[src/rtl/meter_pkg.sv]
// Shared helpers for the peak meter: constant log2, rectify-mode codes and the
// magnitude-to-bar-index mapping used by every channel.
package meter_pkg;

    localparam int HALF_WAVE = 0;
    localparam int FULL_WAVE = 1;

    function automatic int clog2(input int value);
        int result;
        result = 0;
        for (int i = 0; i < 31; i++) begin
            if ((1 << i) < value) begin
                result = i + 1;
            end
        end
        return result;
    endfunction

    // Scales a magnitude onto 0..led_w lit LEDs; full scale saturates at led_w.
    function automatic int bar_index(input int mag, input int led_w, input int mag_w);
        longint prod;
        int     result;
        prod   = (longint'(mag) * longint'(led_w + 1)) >>> mag_w;
        result = (prod > longint'(led_w)) ? led_w : int'(prod);
        return result;
    endfunction

endpackage

[src/rtl/meter_channel.sv]
// One meter channel: window maximum, decaying bar level, held peak marker and
// the LED pattern those values will show once the current window closes.
module meter_channel
    import meter_pkg::*;
#(
    parameter int MAG_W      = 11,
    parameter int LED_W      = 8,
    parameter int DECAY_STEP = 64,
    parameter int HOLD_WIN   = 8
) (
    input  logic             clk,
    input  logic             rst,
    input  logic             close,
    input  logic             acc,
    input  logic [MAG_W-1:0] mag,
    output logic [LED_W-1:0] leds_d
);
    localparam int HOLD_W = (clog2(HOLD_WIN + 1) > 0) ? clog2(HOLD_WIN + 1) : 1;

    logic [MAG_W-1:0]  wmax_q, wmax_d, wmax_new;
    logic [MAG_W-1:0]  level_q, level_d, level_dec;
    logic [MAG_W-1:0]  peak_q, peak_d;
    logic [HOLD_W-1:0] hold_q, hold_d;
    int                b_level;
    int                b_peak;

    always_comb begin
        wmax_new  = (acc && (mag > wmax_q)) ? mag : wmax_q;
        wmax_d    = wmax_new;
        level_d   = level_q;
        peak_d    = peak_q;
        hold_d    = hold_q;
        level_dec = '0;
        if (int'(level_q) > DECAY_STEP) begin
            level_dec = level_q - MAG_W'(DECAY_STEP);
        end
        if (close) begin
            wmax_d  = '0;
            level_d = (wmax_new > level_dec) ? wmax_new : level_dec;
            // The hold count includes the capture window itself, so the marker
            // is shown for HOLD_WIN frames before it drops onto the bar.
            if (wmax_new >= peak_q) begin
                peak_d = wmax_new;
                hold_d = HOLD_W'(HOLD_WIN);
            end else if (hold_q > HOLD_W'(1)) begin
                hold_d = hold_q - HOLD_W'(1);
            end else begin
                hold_d = '0;
                peak_d = level_d;
            end
        end
        b_level = bar_index(int'(level_d), LED_W, MAG_W);
        b_peak  = bar_index(int'(peak_d), LED_W, MAG_W);
    end

    genvar gi;
    generate
        for (gi = 0; gi < LED_W; gi++) begin : g_led
            assign leds_d[gi] = (gi < b_level) || ((b_peak > 0) && (gi == b_peak - 1));
        end
    endgenerate

    always_ff @(posedge clk) begin
        if (rst) begin
            wmax_q  <= '0;
            level_q <= '0;
            peak_q  <= '0;
            hold_q  <= '0;
        end else begin
            wmax_q  <= wmax_d;
            level_q <= level_d;
            peak_q  <= peak_d;
            hold_q  <= hold_d;
        end
    end

endmodule

[src/rtl/peak_meter.sv]
// Multi-channel LED peak meter: rectifies ADC samples, routes them to per-channel
// meters and publishes all bars together once per measurement window.
module peak_meter #(
    parameter int NUM_CH     = 4,
    parameter int DATA_W     = 12,
    parameter int LED_W      = 8,
    parameter int WIN_TICKS  = 512,
    parameter int DECAY_STEP = 64,
    parameter int HOLD_WIN   = 8,
    parameter int FULL_WAVE  = 0,
    localparam int CH_W      = (meter_pkg::clog2(NUM_CH) > 0) ? meter_pkg::clog2(NUM_CH) : 1
) (
    input  logic                    clk,
    input  logic                    rst,
    input  logic                    tick,
    input  logic                    in_valid,
    input  logic [CH_W-1:0]         in_ch,
    input  logic [DATA_W-1:0]       in_data,
    output logic [NUM_CH*LED_W-1:0] leds,
    output logic                    frame
);
    localparam int MAG_W = DATA_W - 1;
    localparam int CNT_W = (meter_pkg::clog2(WIN_TICKS) > 0) ? meter_pkg::clog2(WIN_TICKS) : 1;

    logic [MAG_W-1:0]        mag;
    logic                    accept;
    logic                    close;
    logic [CNT_W-1:0]        cnt_q, cnt_d;
    logic [NUM_CH*LED_W-1:0] bar_leds;
    logic [NUM_CH*LED_W-1:0] leds_q, leds_d;
    logic                    frame_q, frame_d;
    logic [NUM_CH-1:0]       ch_acc;

    always_comb begin
        mag = '0;
        if (in_data[DATA_W-1]) begin
            mag = in_data[MAG_W-1:0];
        end else if (FULL_WAVE == meter_pkg::FULL_WAVE) begin
            // Below midpoint MID-1-d is just the bitwise inverse of the low bits.
            mag = ~in_data[MAG_W-1:0];
        end
        accept = in_valid && (int'(in_ch) < NUM_CH);
        close  = tick && (cnt_q == CNT_W'(WIN_TICKS - 1));
        cnt_d  = cnt_q;
        if (tick) begin
            cnt_d = close ? '0 : cnt_q + CNT_W'(1);
        end
        leds_d  = close ? bar_leds : leds_q;
        frame_d = close;
    end

    genvar gi;
    generate
        for (gi = 0; gi < NUM_CH; gi++) begin : g_ch
            assign ch_acc[gi] = accept && (in_ch == CH_W'(gi));
            meter_channel #(
                .MAG_W      (MAG_W),
                .LED_W      (LED_W),
                .DECAY_STEP (DECAY_STEP),
                .HOLD_WIN   (HOLD_WIN)
            ) u_ch (
                .clk    (clk),
                .rst    (rst),
                .close  (close),
                .acc    (ch_acc[gi]),
                .mag    (mag),
                .leds_d (bar_leds[gi*LED_W +: LED_W])
            );
        end
    endgenerate

    always_ff @(posedge clk) begin
        if (rst) begin
            cnt_q   <= '0;
            leds_q  <= '0;
            frame_q <= 1'b0;
        end else begin
            cnt_q   <= cnt_d;
            leds_q  <= leds_d;
            frame_q <= frame_d;
        end
    end

    assign leds  = leds_q;
    assign frame = frame_q;

endmodule

[config.mk]
export PLATFORM = sky130hd
export DESIGN_NAME = peak_meter
export DESIGN_NICKNAME = d
export VERILOG_FILES = /design/src/rtl/meter_pkg.sv /design/src/rtl/meter_channel.sv /design/src/rtl/peak_meter.sv
export SDC_FILE = /design/constraint.sdc
export NUM_CORES = 1
export LEC_CHECK = 0
export ABC_AREA = 0
export BUFFER_PORTS_ARGS = -buffer_cell sky130_fd_sc_hd__buf_2
export CAP_MARGIN = 25
export CORE_UTILIZATION = 61
export CTS_CLUSTER_DIAMETER = 60
export CTS_CLUSTER_SIZE = 24
export DETAILED_ROUTE_END_ITERATION = 8
export MAX_ROUTING_LAYER = met4
export PLACE_DENSITY = 0.79
export SETUP_SLACK_MARGIN = 0.3
export SLEW_MARGIN = 40
export SYNTH_ARGS = -nofsm -noshare
export SYNTH_HDL_FRONTEND = slang
export SYNTH_SLANG_ARGS = --single-unit
[constraint.sdc]
create_clock -name clk -period 11.7 [get_ports clk]
set_input_delay 2.34 -clock clk [delete_from_list [all_inputs] [get_ports clk]]
set_output_delay 2.34 -clock clk [all_outputs]
set_load 0.01 [all_outputs]
# Yosys cells after proc, flatten, opt, wreduce, memory -nomap -nowiden
# Cells that the tools add are included.
[word_totals] output_inout_bits=33 inputBits=18 regBits=190 elab_cells=261
[op_classes] magnitude_cmp=64 eq_ne=32 n_addsub=13 n_mux=46 mul=8 reduce_logical=79
[ops] op="== test 4 x 32 -> 1 bit (first input constant)" n=16
[ops] op="< comparator 4 x 32 -> 1 bit (first input constant)" n=16
[ops] op="greater-than comparator 53 x 5 -> 1 bit (second input constant)" n=8
[ops] op="two-way mux 11 bit" n=29
[ops] op="== test 3 x 32 -> 1 bit (first input constant)" n=8
[ops] op="< comparator 3 x 32 -> 1 bit (first input constant)" n=8
[ops] op="two-way mux 32 bit" n=8
[ops] op="== test 2 x 32 -> 1 bit (first input constant)" n=4
[ops] op="greater-than comparator 32 x 1 -> 1 bit (second input constant)" n=4
[ops] op="zero test 32 bit" n=4
[ops] op="< comparator 1 x 32 -> 1 bit (first input constant)" n=4
[ops] op="< comparator 2 x 32 -> 1 bit (first input constant)" n=4
[ops] op="subtractor 32 x 2 -> 32 bit (second input constant)" n=4
[ops] op="multiplier 11 x 4 -> 15 bit (second input constant)" n=8
[ops] op="greater-than comparator 11 bit" n=8
[ops] op="greater-or-equal comparator 11 bit" n=4
[ops] op="greater-than comparator 11 x 7 -> 1 bit (second input constant)" n=4
[ops] op="subtractor 11 x 7 -> 11 bit (second input constant)" n=4
[ops] op="logical AND 1 bit" n=41
[ops] op="logical OR 1 bit" n=32
[ops] op="two-way mux 4 bit" n=8
[ops] op="greater-than comparator 4 x 1 -> 1 bit (second input constant)" n=4
[ops] op="subtractor 4 x 1 -> 4 bit (second input constant)" n=4
[ops] op="adder 9 x 1 -> 9 bit (second input constant)" n=1
[ops] op="6 further kinds" n=7

# Longest topological paths before layout
# Gate-level depths: netlist (run 1).
[logic_depth] ltp_word=16 mapped_depth=40 ltp_nobuf=37

# Cells and area by module
# Synthesis (run 1) repeated with hierarchy kept, for this count alone.
[hier_totals] hier_cells=2018 hier_area_um2=16199.3
[by_module_without_submodules] module="meter_channel at g_ch[1].u_ch" seq_area_each_um2=740.7 area_each_um2=3691.0 cells_per_inst=460 instances=1
[by_module_without_submodules] module="meter_channel at g_ch[2].u_ch" seq_area_each_um2=740.7 area_each_um2=3688.5 cells_per_inst=475 instances=1
[by_module_without_submodules] module="meter_channel at g_ch[0].u_ch" seq_area_each_um2=740.7 area_each_um2=3602.2 cells_per_inst=434 instances=1
[by_module_without_submodules] module="meter_channel at g_ch[3].u_ch" seq_area_each_um2=740.7 area_each_um2=3583.4 cells_per_inst=443 instances=1
[by_module_without_submodules] module="peak_meter" seq_area_each_um2=840.8 area_each_um2=1634.1 cells_per_inst=206 instances=1

# Worst setup path before layout (run 1)
# OpenSTA, ideal clock, no wires.
[synth_timing] path_kind="input -> register" start="in in_data[11]" end="reg leds_q[22] (netlist: leds[22])" n_path_buf=4 cell_stages=37 setup_slack_ns=1.898 t_arrival_ns=9.680 setup_time_ns=0.122 path_cell_list="buf_4 clkbuf_1 and2_1 clkbuf_1 ha_1 a21oi_1 nor2b_1 o31a_1 a311o_1 nand2_1 buf_2 mux2i_1 inv_1 ha_1 a211oi_1 nor2_1 o31ai_1 a31oi_1 nor2_1 nand2_1 a21oi_1 a21oi_1 a2bb2oi_1 ha_1 ha_1 a21o_1 o21ai_0 nand2b_1 or3_1 o21ai_1 nand3b_1 o31ai_1 ha_1 nand2b_1 nor2_1 and4_1 a221o_1"
[synth_via] elab_chain_len=16 word_cells_on_any_way=23 classes_between="1 x add/sub; 2 x mul; 7 x order compare; 1 x eq/ne; 9 x mux; 3 x reduce/logical"
[synth_lines] element="start, declared" line_no="peak_meter.sv:18" rtl="input logic [DATA_W-1:0] in_data,"
[synth_lines] element="two-way mux 11 bit *" line_no="peak_meter.sv:36" rtl="if (in_data[DATA_W-1]) begin"
[synth_lines] element="greater-than comparator 11 bit" line_no="meter_channel.sv:28" rtl="wmax_new = (acc && (mag > wmax_q)) ? mag : wmax_q;"
[synth_lines] element="logical AND 1 bit" line_no="meter_channel.sv:28"
[synth_lines] element="two-way mux 11 bit *" line_no="meter_channel.sv:28"
[synth_lines] element="via g_ch[2].u_ch.wmax_new[6]" line_no="meter_channel.sv:20" rtl="logic [MAG_W-1:0] wmax_q, wmax_d, wmax_new;"
[synth_lines] element="greater-than comparator 11 bit" line_no="meter_channel.sv:39" rtl="level_d = (wmax_new > level_dec) ? wmax_new : level_dec;"
[synth_lines] element="two-way mux 11 bit" line_no="meter_channel.sv:39"
[synth_lines] element="two-way mux 11 bit" line_no="meter_channel.sv:45" rtl="end else if (hold_q > HOLD_W'(1)) begin"
[synth_lines] element="[... 2 more ...]"
[synth_lines] element="via g_ch[2].u_ch.peak_d[7]" line_no="meter_channel.sv:22" rtl="logic [MAG_W-1:0] peak_q, peak_d;"
[synth_lines] element="multiplier 11 x 4 -> 15 bit *" line_no="meter_pkg.sv:23" rtl="prod = (longint'(mag) * longint'(led_w + 1)) >>> mag_w;"
[synth_lines] element="greater-than comparator 53 x 5 -> 1 bit" line_no="meter_pkg.sv:24" rtl="result = (prod > longint'(led_w)) ? led_w : int'(prod);"
[synth_lines] element="two-way mux 32 bit *" line_no="meter_pkg.sv:24"
[synth_lines] element="subtractor 32 x 2 -> 32 bit" line_no="meter_channel.sv:59" rtl="assign leds_d[gi] = (gi < b_level) || ((b_peak > 0) && (gi == b_peak - 1));"
[synth_lines] element="== test 4 x 32 -> 1 bit" line_no="meter_channel.sv:59"
[synth_lines] element="logical AND 1 bit *" line_no="meter_channel.sv:59"
[synth_lines] element="logical OR 1 bit *" line_no="meter_channel.sv:59"
[synth_lines] element="end signal, assigned" line_no="peak_meter.sv:79" rtl="leds_q <= leds_d;"
[synth_lines] element="end, declared" line_no="peak_meter.sv:30" rtl="logic [NUM_CH*LED_W-1:0] leds_q, leds_d;"
# Mark *: on every way through the listed nets, which the timed path passes. The rest lies on a longest branch.
# A chain may end at the register's enable or synchronous reset.

# Final worst setup path (run 1)
[layout_timing] start="in in_data[11]" end="reg leds_q[9] (netlist: leds[9])"
[layout_via] elab_chain_len=16 word_cells_on_any_way=23 classes_between="1 x add/sub; 2 x mul; 7 x order compare; 1 x eq/ne; 9 x mux; 3 x reduce/logical"
[layout_lines] element="two-way mux 11 bit *" line_no="peak_meter.sv:36"
[layout_lines] element="greater-than comparator 11 bit" line_no="meter_channel.sv:28"
[layout_lines] element="logical AND 1 bit" line_no="meter_channel.sv:28"
[layout_lines] element="two-way mux 11 bit *" line_no="meter_channel.sv:28"
[layout_lines] element="greater-than comparator 11 bit" line_no="meter_channel.sv:39"
[layout_lines] element="two-way mux 11 bit" line_no="meter_channel.sv:39"
[layout_lines] element="two-way mux 11 bit" line_no="meter_channel.sv:45"
[layout_lines] element="two-way mux 11 bit *" line_no="meter_channel.sv:42" rtl="if (wmax_new >= peak_q) begin"
[layout_lines] element="two-way mux 11 bit *" line_no="meter_channel.sv:37" rtl="if (close) begin"
[layout_lines] element="via g_ch[1].u_ch.peak_d[5]" line_no="meter_channel.sv:22"
[layout_lines] element="multiplier 11 x 4 -> 15 bit *" line_no="meter_pkg.sv:23"
[layout_lines] element="greater-than comparator 53 x 5 -> 1 bit" line_no="meter_pkg.sv:24"
[layout_lines] element="two-way mux 32 bit *" line_no="meter_pkg.sv:24"
[layout_lines] element="subtractor 32 x 2 -> 32 bit" line_no="meter_channel.sv:59"
[layout_lines] element="== test 2 x 32 -> 1 bit" line_no="meter_channel.sv:59"
[layout_lines] element="logical AND 1 bit *" line_no="meter_channel.sv:59"
[layout_lines] element="logical OR 1 bit *" line_no="meter_channel.sv:59"
# Marks and branches as above.

==> metrics, run 1 <==
Post-synth EDFFs=0; share of the synthesized area in the top cell type=0.247; crit path DAT=between 10,000 and 15,000 ps; CTS sink cnt=190; Final setup viols=0; Tmin final=roughly 10,000 ps; Sequential Area=3800 sq um; H-tree Lvls=4; most frequent CP cell=ha_1; total gr overflow=0; max-slew violations=0; IO Port Bufs=50; initial antenna violation count=0; Achievable Freq=0.0955 GHz; Fin. Hold Viols=0; routed length per instance=around 18 um; GR peak layer=met2; M2 GR Usage=0.521; routed via count=14.3k; worst hold path type=flop to flop; type of the worst setup path=primary input to flop; postcts setup bufs=0; CTS Hold Bufs=0; Placer Congestion=between 0.9 and 1; Detailed Place HPWL=30,700 um; Die W=between 150 and 200 um; worst reg-to-reg setup slack=~3500 ps; diodes inserted=0; final WL=around 40,000 um; met1 Use GR=0.427; # IOs=51; setup TNS=0 ps; crit path max fanout=19; largest net degree at the start of global routing=around 70; drt initial violations=between 1k and 1.5k; row count=57; Die Y=~160 um; Clock Tree Buf Depth=2; Mapped Area=about 15,000 sq um; most frequent cell after synthesis=ha_1; via/cell ratio=6.28; PD cells=about 88 nW/um^2; Worst-Skew Late Latency=460 ps; Pleak=between 0.007 and 0.008 uW; Yosys cell types=93; Total GRT Usage=0.324; first-pass iteration count of the detailed router=6; Layout Nets=approximately 2.2k; vias in the first global route=13.6k; Worst Tran Pin Value=slightly above 800 ps; Synthesis Warnings=0; CTS tree=yes; Max Cap Violations=0; final worst path period share=0.895; RSZ-0062 raised after global routing=false; Post-Syn Instances=1,923; synthesized flop and latch total=190; share of layout cells above drive strength 1=0.0783; dominant synthesized flop cell=dfxtp_1; synthesized area per cell=between 8 and 9 sq um; Final Cell Area=between 15,000 and 20,000 sq um; Residual DRC=0; worst clock skew=15.4 ps; first-pass GRT wire length=between 60,000 and 70,000 um; Placed Area=15,900 sq um; syn nets=between 2k and 2.5k; Layout area overhead=7.34%; die area=25,900 sq um; ys async rst share=0; CP max stage cell=mux2i_1; Rel. slew slack=0.440; dominant cell type by area after synthesis=dfxtp_1; top cells by area, synth=dfxtp_1 (25%), ha_1 (21%), nor2_1 (4.8%); Fill cells=around 2.1k; Crit. End Element=flop; Startpoint Class=primary input; CP Data Required Time=about 12,000 ps; Initial Util=0.627; footprint of the multi-input gates=10,700 sq um; status=finished, final reports clean; register area share after synthesis=0.247; CP peak stage delay=approximately 690 ps; Max IR drop VDD=~0.076 mV; Routed Antenna Nets=0; synth cell count leaders=ha_1 (258), nor2_1 (196), dfxtp_1 (190); grt met3 use=0.0377; clock root buffer=clkbuf_16; Worst-path clk slew=80 ps; Core ar.=24,500 sq um; cts bufs inserted=17; PostCTS Resize Cnt=0
-- state kept, by name (all words and copies together), names as in the netlist --
name and flops:
g_ch.u_ch.level_q 44, g_ch.u_ch.peak_q 44, g_ch.u_ch.wmax_q 44, leds 32, g_ch.u_ch.hold_q 16, cnt_q 9, frame 1
-- layout by cell type, fill, tap and decap left out, types with 36 or more instances in the layout --
| cell type | instances |
|---|---|
| ha_1 | 258 |
| nor2_1 | 195 |
| dfxtp_1 | 190 |
| inv_1 | 159 |
| nand2_1 | 156 |
| a21oi_1 | 102 |
| o21ai_0 | 86 |
| nor2b_1 | 79 |
| buf_2 | 49 |
| nor3_1 | 47 |
| nand3_1 | 38 |
| mux2i_1 | 36 |
-- metal layers --
layer / wire length, um / part of all wire
met1: 18900 / 0.47
met3: 2520 / 0.062
met5: 0 / 0
met2: 18300 / 0.45
met4: 772 / 0.019
-- through the flow --
step           cells   util  hold slack, ps  worst slack [ps]  power, uW
4_1_cts         2278  0.672             480              1360       1450
6_report        2278  0.673             475              1220       1450
2_1_floorplan   1923      -             443              1900        826
3_5_place_dp    2246  0.649             456               928        877
5_1_grt         2278  0.673             517               453       1510
3_3_place_gp    2246  0.649             443              1070        873
-- worst paths after layout --
path | startpoint | endpoint | cells past startpoint
worst max register to register | g_ch[2].u_ch.wmax_q[8] | leds[22] | 33
worst min-delay path | leds[15] | leds[15] | 2
worst min register to register | leds[15] | leds[15] | 2
worst max-delay path | in_data[11] | leds[9] | 35
-- cells by family after synthesis --
| group | synth area share |
|---|---|
| AND/OR/NAND/NOR | 0.214 |
| AO/OA/AOI/OAI | 0.226 |
| adder cells (fa/ha/maj) | 0.210 |
| buffers and inverters | 0.0572 |
| flip-flops | 0.247 |
| multiplexers | 0.0337 |
| XOR/XNOR | 0.0120 |
-- power breakdown --
group,switching [uW],leakage (uW),internal [uW]
clock network,289,0.000283,293
logic,142,0.00591,76.6
registers,2.29,0.00153,649
total,434,0.00772,1020
-- worst max-delay path: cells and delay by family --
| family | cells | cell delay [ps] |
|---|---|---|
| compound gates | 17 | 3800 |
| fa+ha+maj | 5 | 1510 |
| buf+inv | 1 | 270 |
| mux | 1 | 690 |
| simple gates | 11 | 2210 |
-- layout make-up --
cell class | instances | area share
clock inverter | 13 | 0.00720
inverter | 159 | 0.0361
tap | 324 | 0.0245
sequential | 190 | 0.230
timing repair buffer | 70 | 0.0244
multi-input combinational | 1503 | 0.650
clock buffer | 19 | 0.0274
No activity file was read; power rests on OpenSTA's default activity.
==> run 2: changes to the inputs <==
Settings changed: BUFFER_PORTS_ARGS -buffer_cell sky130_fd_sc_hd__buf_2 to -buffer_cell sky130_fd_sc_hd__clkbuf_2.
==> run 2 against run 1 <==
  * Combinational power about the same
  * Clock skew up 3.7 ps
  * Sequential cell count unchanged
  * Cell count down 0.13%
  * Worst setup slack worse by 320 ps
  * Clock power up 2%
  * Hold slack worse by 6.8 ps
  * Routed wire length up 1.9%
  * Count of clock-buffer cells in the layout down 1
  * Total power up 1.1%
  * Global-route usage up 0.64 points
  * Critical path type unchanged
  * Critical endpoint unchanged
==> metrics, run 2 (synthesized netlist as in run 1, its figures left out) <==
status=finished, final reports clean; Critical path origin=in_data[11]; IO Port Bufs=50; Startpoint Class=primary input; RSZ-0062 raised after global routing=false; setup TNS=0 ps; crit path max fanout=19; CP max stage cell=a21oi_2; # IOs=51; die area=~26,000 sq um; Detailed Place HPWL=30,800 um; Placer Congestion=just under 1; row count=57; CP bufs+invs=2; cts bufs inserted=17; most frequent cells in the layout=ha_1 (258), nor2_1 (195), dfxtp_1 (190); Tmin final=between 10,000 and 15,000 ps; Pleak=~0.0077 uW; crit path DAT=approximately 11,000 ps; clock root buffer=clkbuf_16; via/cell ratio=between 6 and 7; Final setup viols=0; CP Data Required Time=around 12,000 ps; Routed Antenna Nets=0; Worst-Skew Late Latency=between 400 and 500 ps; H-tree Lvls=4; PD cells=about 90 nW/um^2; most common cell after layout, fill and taps aside=ha_1; worst clock skew=between 15 and 20 ps; routed via count=14.4k; Initial Util=0.627; vias in the first global route=approximately 14k; routed length per instance=approximately 18 um; PostCTS Resize Cnt=0; Total GRT Usage=0.330; Layout area overhead=7.31%; worst hold path type=flop to flop; final worst path period share=0.922; Max IR drop VDD=~0.08 mV; Fill cells=between 2k and 2.5k; first-pass GRT wire length=67,600 um; Worst Tran Pin Value=roughly 850 ps; Max Cap Violations=0; type of the worst setup path=primary input to flop; Residual DRC=0; Core ar.=about 25,000 sq um; Worst Hold Launch=leds[15]; crit-path leading delay family=compound AO/OA/AOI/OAI gates; Clock Tree Buf Depth=2; Worst-path clk slew=80 ps; CTS tree=yes; reg2reg start=g_ch[1].u_ch.wmax_q[8]; max-slew violations=0; final core occ=0.673; Layout Nets=2,214; Rel. slew slack=0.436; Sequential Area=between 3000 and 4000 sq um; Achievable Freq=just over 0.09 GHz; Die Y=approximately 160 um; initial antenna violation count=0; drt initial violations=about 1.2k; Crit. End Element=flop; total gr overflow=0; largest registers=g_ch.u_ch.level_q x44, g_ch.u_ch.peak_q x44, g_ch.u_ch.wmax_q x44; most frequent CP cell=ha_1; Fin. Hold Viols=0; footprint of the multi-input gates=10,700 sq um; CP peak stage delay=roughly 700 ps; final WL=between 40,000 and 50,000 um; largest net degree at the start of global routing=83; diodes inserted=0; CTS sink cnt=between 150 and 200; first-pass iteration count of the detailed router=6; share of layout cells above drive strength 1=0.0764; CTS Hold Bufs=0; postcts setup bufs=0; Die W=~160 um
## run 2: worst paths after layout
check	slack, ps	end	cells past startpoint
worst min-delay path	470	leds[15]	2
worst max register to register	3310	leds[9]	36
worst max-delay path	910	leds[9]	37
worst min register to register	470	leds[15]	2
## run 2: power by group
part	internal [uW]	switching [uW]	leakage (uW)	total, uW
registers	649	2.27	0.00153	652
clock network	302	294	0.000283	596
logic	76.6	145	0.00588	221
## run 2: routing by layer
layer,global-route usage,up-vias,part of all wire
li1,-,6998,-
met1,0.429,6682,0.46
met2,0.517,563,0.44
met3,0.0597,117,0.072
met4,0.110,0,0.028
met5,-,-,0
## run 2: metrics by stage
stage               instance area (sq um)  hold slack (ps)  setup WS (ps)  cells  total power (uW)
floorplan                           15400              443           1900   1923               826
detailed placement                  15900              447            663   2243               879
global route                        16500              507            378   2275              1520
finish                              16500              469            907   2275              1470
global placement                    15900              447            787   2243               873
CTS                                 16500              476           1110   2275              1470
## run 2: cell type report
cell class | instances | area share
timing repair buffer | 67 | 0.0233
clock buffer | 18 | 0.0260
sequential | 190 | 0.230
multi-input combinational | 1503 | 0.651
inverter | 159 | 0.0361
clock inverter | 14 | 0.00902
tap | 324 | 0.0246
## run 2: tightest hold or removal path: stages (launching register included)
cell      delay, ps
dfxtp_1         330
nand2_1          50
o221ai_1         60
==> run 3: changes to the inputs <==
Settings changed: CORE_MARGIN set to 5.
Clock period 11.7 ns to 12.6 ns, I/O delays scaled along.
==> run 3 against run 2 <==
  * Critical path depth down 3
  * Routed wire length rose by 2.7%
  * Sequential share of layout area hardly changed
  * Die area up 10%
  * Non-clock buffer count is 1 higher
  * Critical path type unchanged
==> metrics, run 3 (synthesized netlist as in run 1, its figures left out) <==
status=finished, final reports clean; Die Y=~170 um; slack of the critical path=1450 ps; crit path to=leds[22]; # IOs=approximately 50; worst r2r path cells=34; WL met1=19,000 um; first-pass GRT wire length=approximately 70,000 um; die area=about 28,000 sq um; worst clock skew=between 10 and 15 ps; PostCTS Resize Cnt=0; Pleak=between 0.007 and 0.008 uW; Fin. Hold Viols=0; routed via count=roughly 15k; Final Cell Area=16,500 sq um; Tmin final=about 11,000 ps; CP Depth=34; DR top layer=met4; final non-filler cell total=2,282; drt initial violations=1,293; crit path DAT=11,490 ps; row count=between 50 and 60; final worst path period share=0.885; Clock Tree Buf Depth=2; Place WS=1310 ps; most common cell after layout, fill and taps aside=ha_1; RSZ-0062 raised after global routing=false; crit-path leading delay family=simple AND/OR/NAND/NOR gates; max-slew violations=0; initial antenna violation count=0; Max Cap Violations=0; Max IR drop VDD=0.0602 mV; via/cell ratio=6.41; Worst Tran Pin Value=805 ps; Placed Area=between 15,000 and 20,000 sq um; first-pass iteration count of the detailed router=6; H-tree Lvls=4; postcts setup bufs=0; Worst-path clk slew=80 ps; Total GRT Usage=0.302; most frequent cells in the layout=ha_1 (258), nor2_1 (195), dfxtp_1 (190); total gr overflow=0; Initial Util=0.615; type of the worst setup path=primary input to flop; Placer Congestion=0.995; reg2reg start=g_ch[2].u_ch.wmax_q[8]; CTS sink cnt=190; Achievable Freq=0.0897 GHz; largest registers=g_ch.u_ch.level_q x44, g_ch.u_ch.peak_q x44, g_ch.u_ch.wmax_q x44; cts bufs inserted=17; Routed Antenna Nets=0; Worst Hold Launch=leds[15]; CTS Hold Bufs=0; CTS tree=yes; largest net degree at the start of global routing=83; Final setup viols=0; Core ar.=25,000 sq um; Die W=169 um; CP Data Required Time=about 13,000 ps; Residual DRC=0; CP bufs+invs=3; vias in the first global route=14.2k; clock root buffer=clkbuf_16; CP max stage cell=mux2i_1; hold slack=roughly 470 ps; FF-to-FF End=leds[22]; Layout area overhead=7.41%; PD cells=approximately 83 nW/um^2; worst reg-to-reg setup slack=between 3000 and 4000 ps; Startpoint Class=primary input; Crit. End Element=flop; most frequent CP cell=ha_1; metal2 WL=between 15,000 and 20,000 um; Worst-Skew Late Latency=450 ps; worst hold path type=flop to flop; setup TNS=0 ps; final WL=between 40,000 and 50,000 um; dpl cells=2,250; Layout Nets=2,215; crit path max fanout=19; IO Port Bufs=50; routed length per instance=about 19 um; Detailed Place HPWL=roughly 32,000 um; CP peak stage delay=slightly below 600 ps; met3 routed WL=around 2900 um; Rel. slew slack=0.459; share of layout cells above drive strength 1=0.0774; diodes inserted=0; Critical path origin=in_data[11]
==> run 3: changes by cell type in the layout (fill, tap and decap cells not counted), moves of 2 or more <==
| cell | delta |
|---|---|
| buf_2 | +2 |
| clkinv_4 | -2 |
| clkinv_8 | +2 |
| inv_6 | +2 |
| o21ai_0 | +2 |
| o21ai_1 | -2 |
==> run 3: routing by layer <==
layer	vias up	GRT usage
met5	-	-
met4	0	0.109
met3	127	0.0397
met2	616	0.482
met1	6853	0.393
li1	7027	-
==> run 3: per-stage QoR <==
| step | total power, uW | util |
|---|---|---|
| after floorplan | 767 | - |
| after global placement | 813 | 0.635 |
| after detailed placement | 817 | 0.636 |
| after CTS | 1370 | 0.660 |
| after global routing | 1420 | 0.660 |
| final | 1380 | 0.660 |
==> run 3: worst min path at each step <==
stage / endpoint / slack, ps / depth (start not counted)
after floorplan: g_ch[0].u_ch.hold_q[1] / 440 / 2
after global placement: leds[15] / 450 / 2
after detailed placement: leds[15] / 460 / 2
after CTS: leds[15] / 480 / 2
after global routing: leds[15] / 490 / 2
final: leds[15] / 470 / 2
==> run 3: cell type report <==
type,instances,area [sq um]
well taps,330,413
inverters,159,597
fillers,2145,8510
repair buffers,68,387
clock buffers,17,425
clock inverters,15,173
flip-flops and latches,190,3800
multi-input cells,1503,10700
==> run 3: power by group <==
group	leakage [uW]	switching (uW)	internal (uW)
clock network	0.000287	282	284
logic	0.00587	135	71.2
registers	0.00153	2.13	603
total	0.00769	419	958
==> run 3: worst reg2reg max path: cells and delay by family, from the launching register on <==
family	cells	cell delay, ps
muxes	1	580
and+or+nand+nor	13	3010
buffers and inverters	3	500
adders and majority gates	5	1600
AOI/OAI and AO/OA	12	2500
DFF	1	340
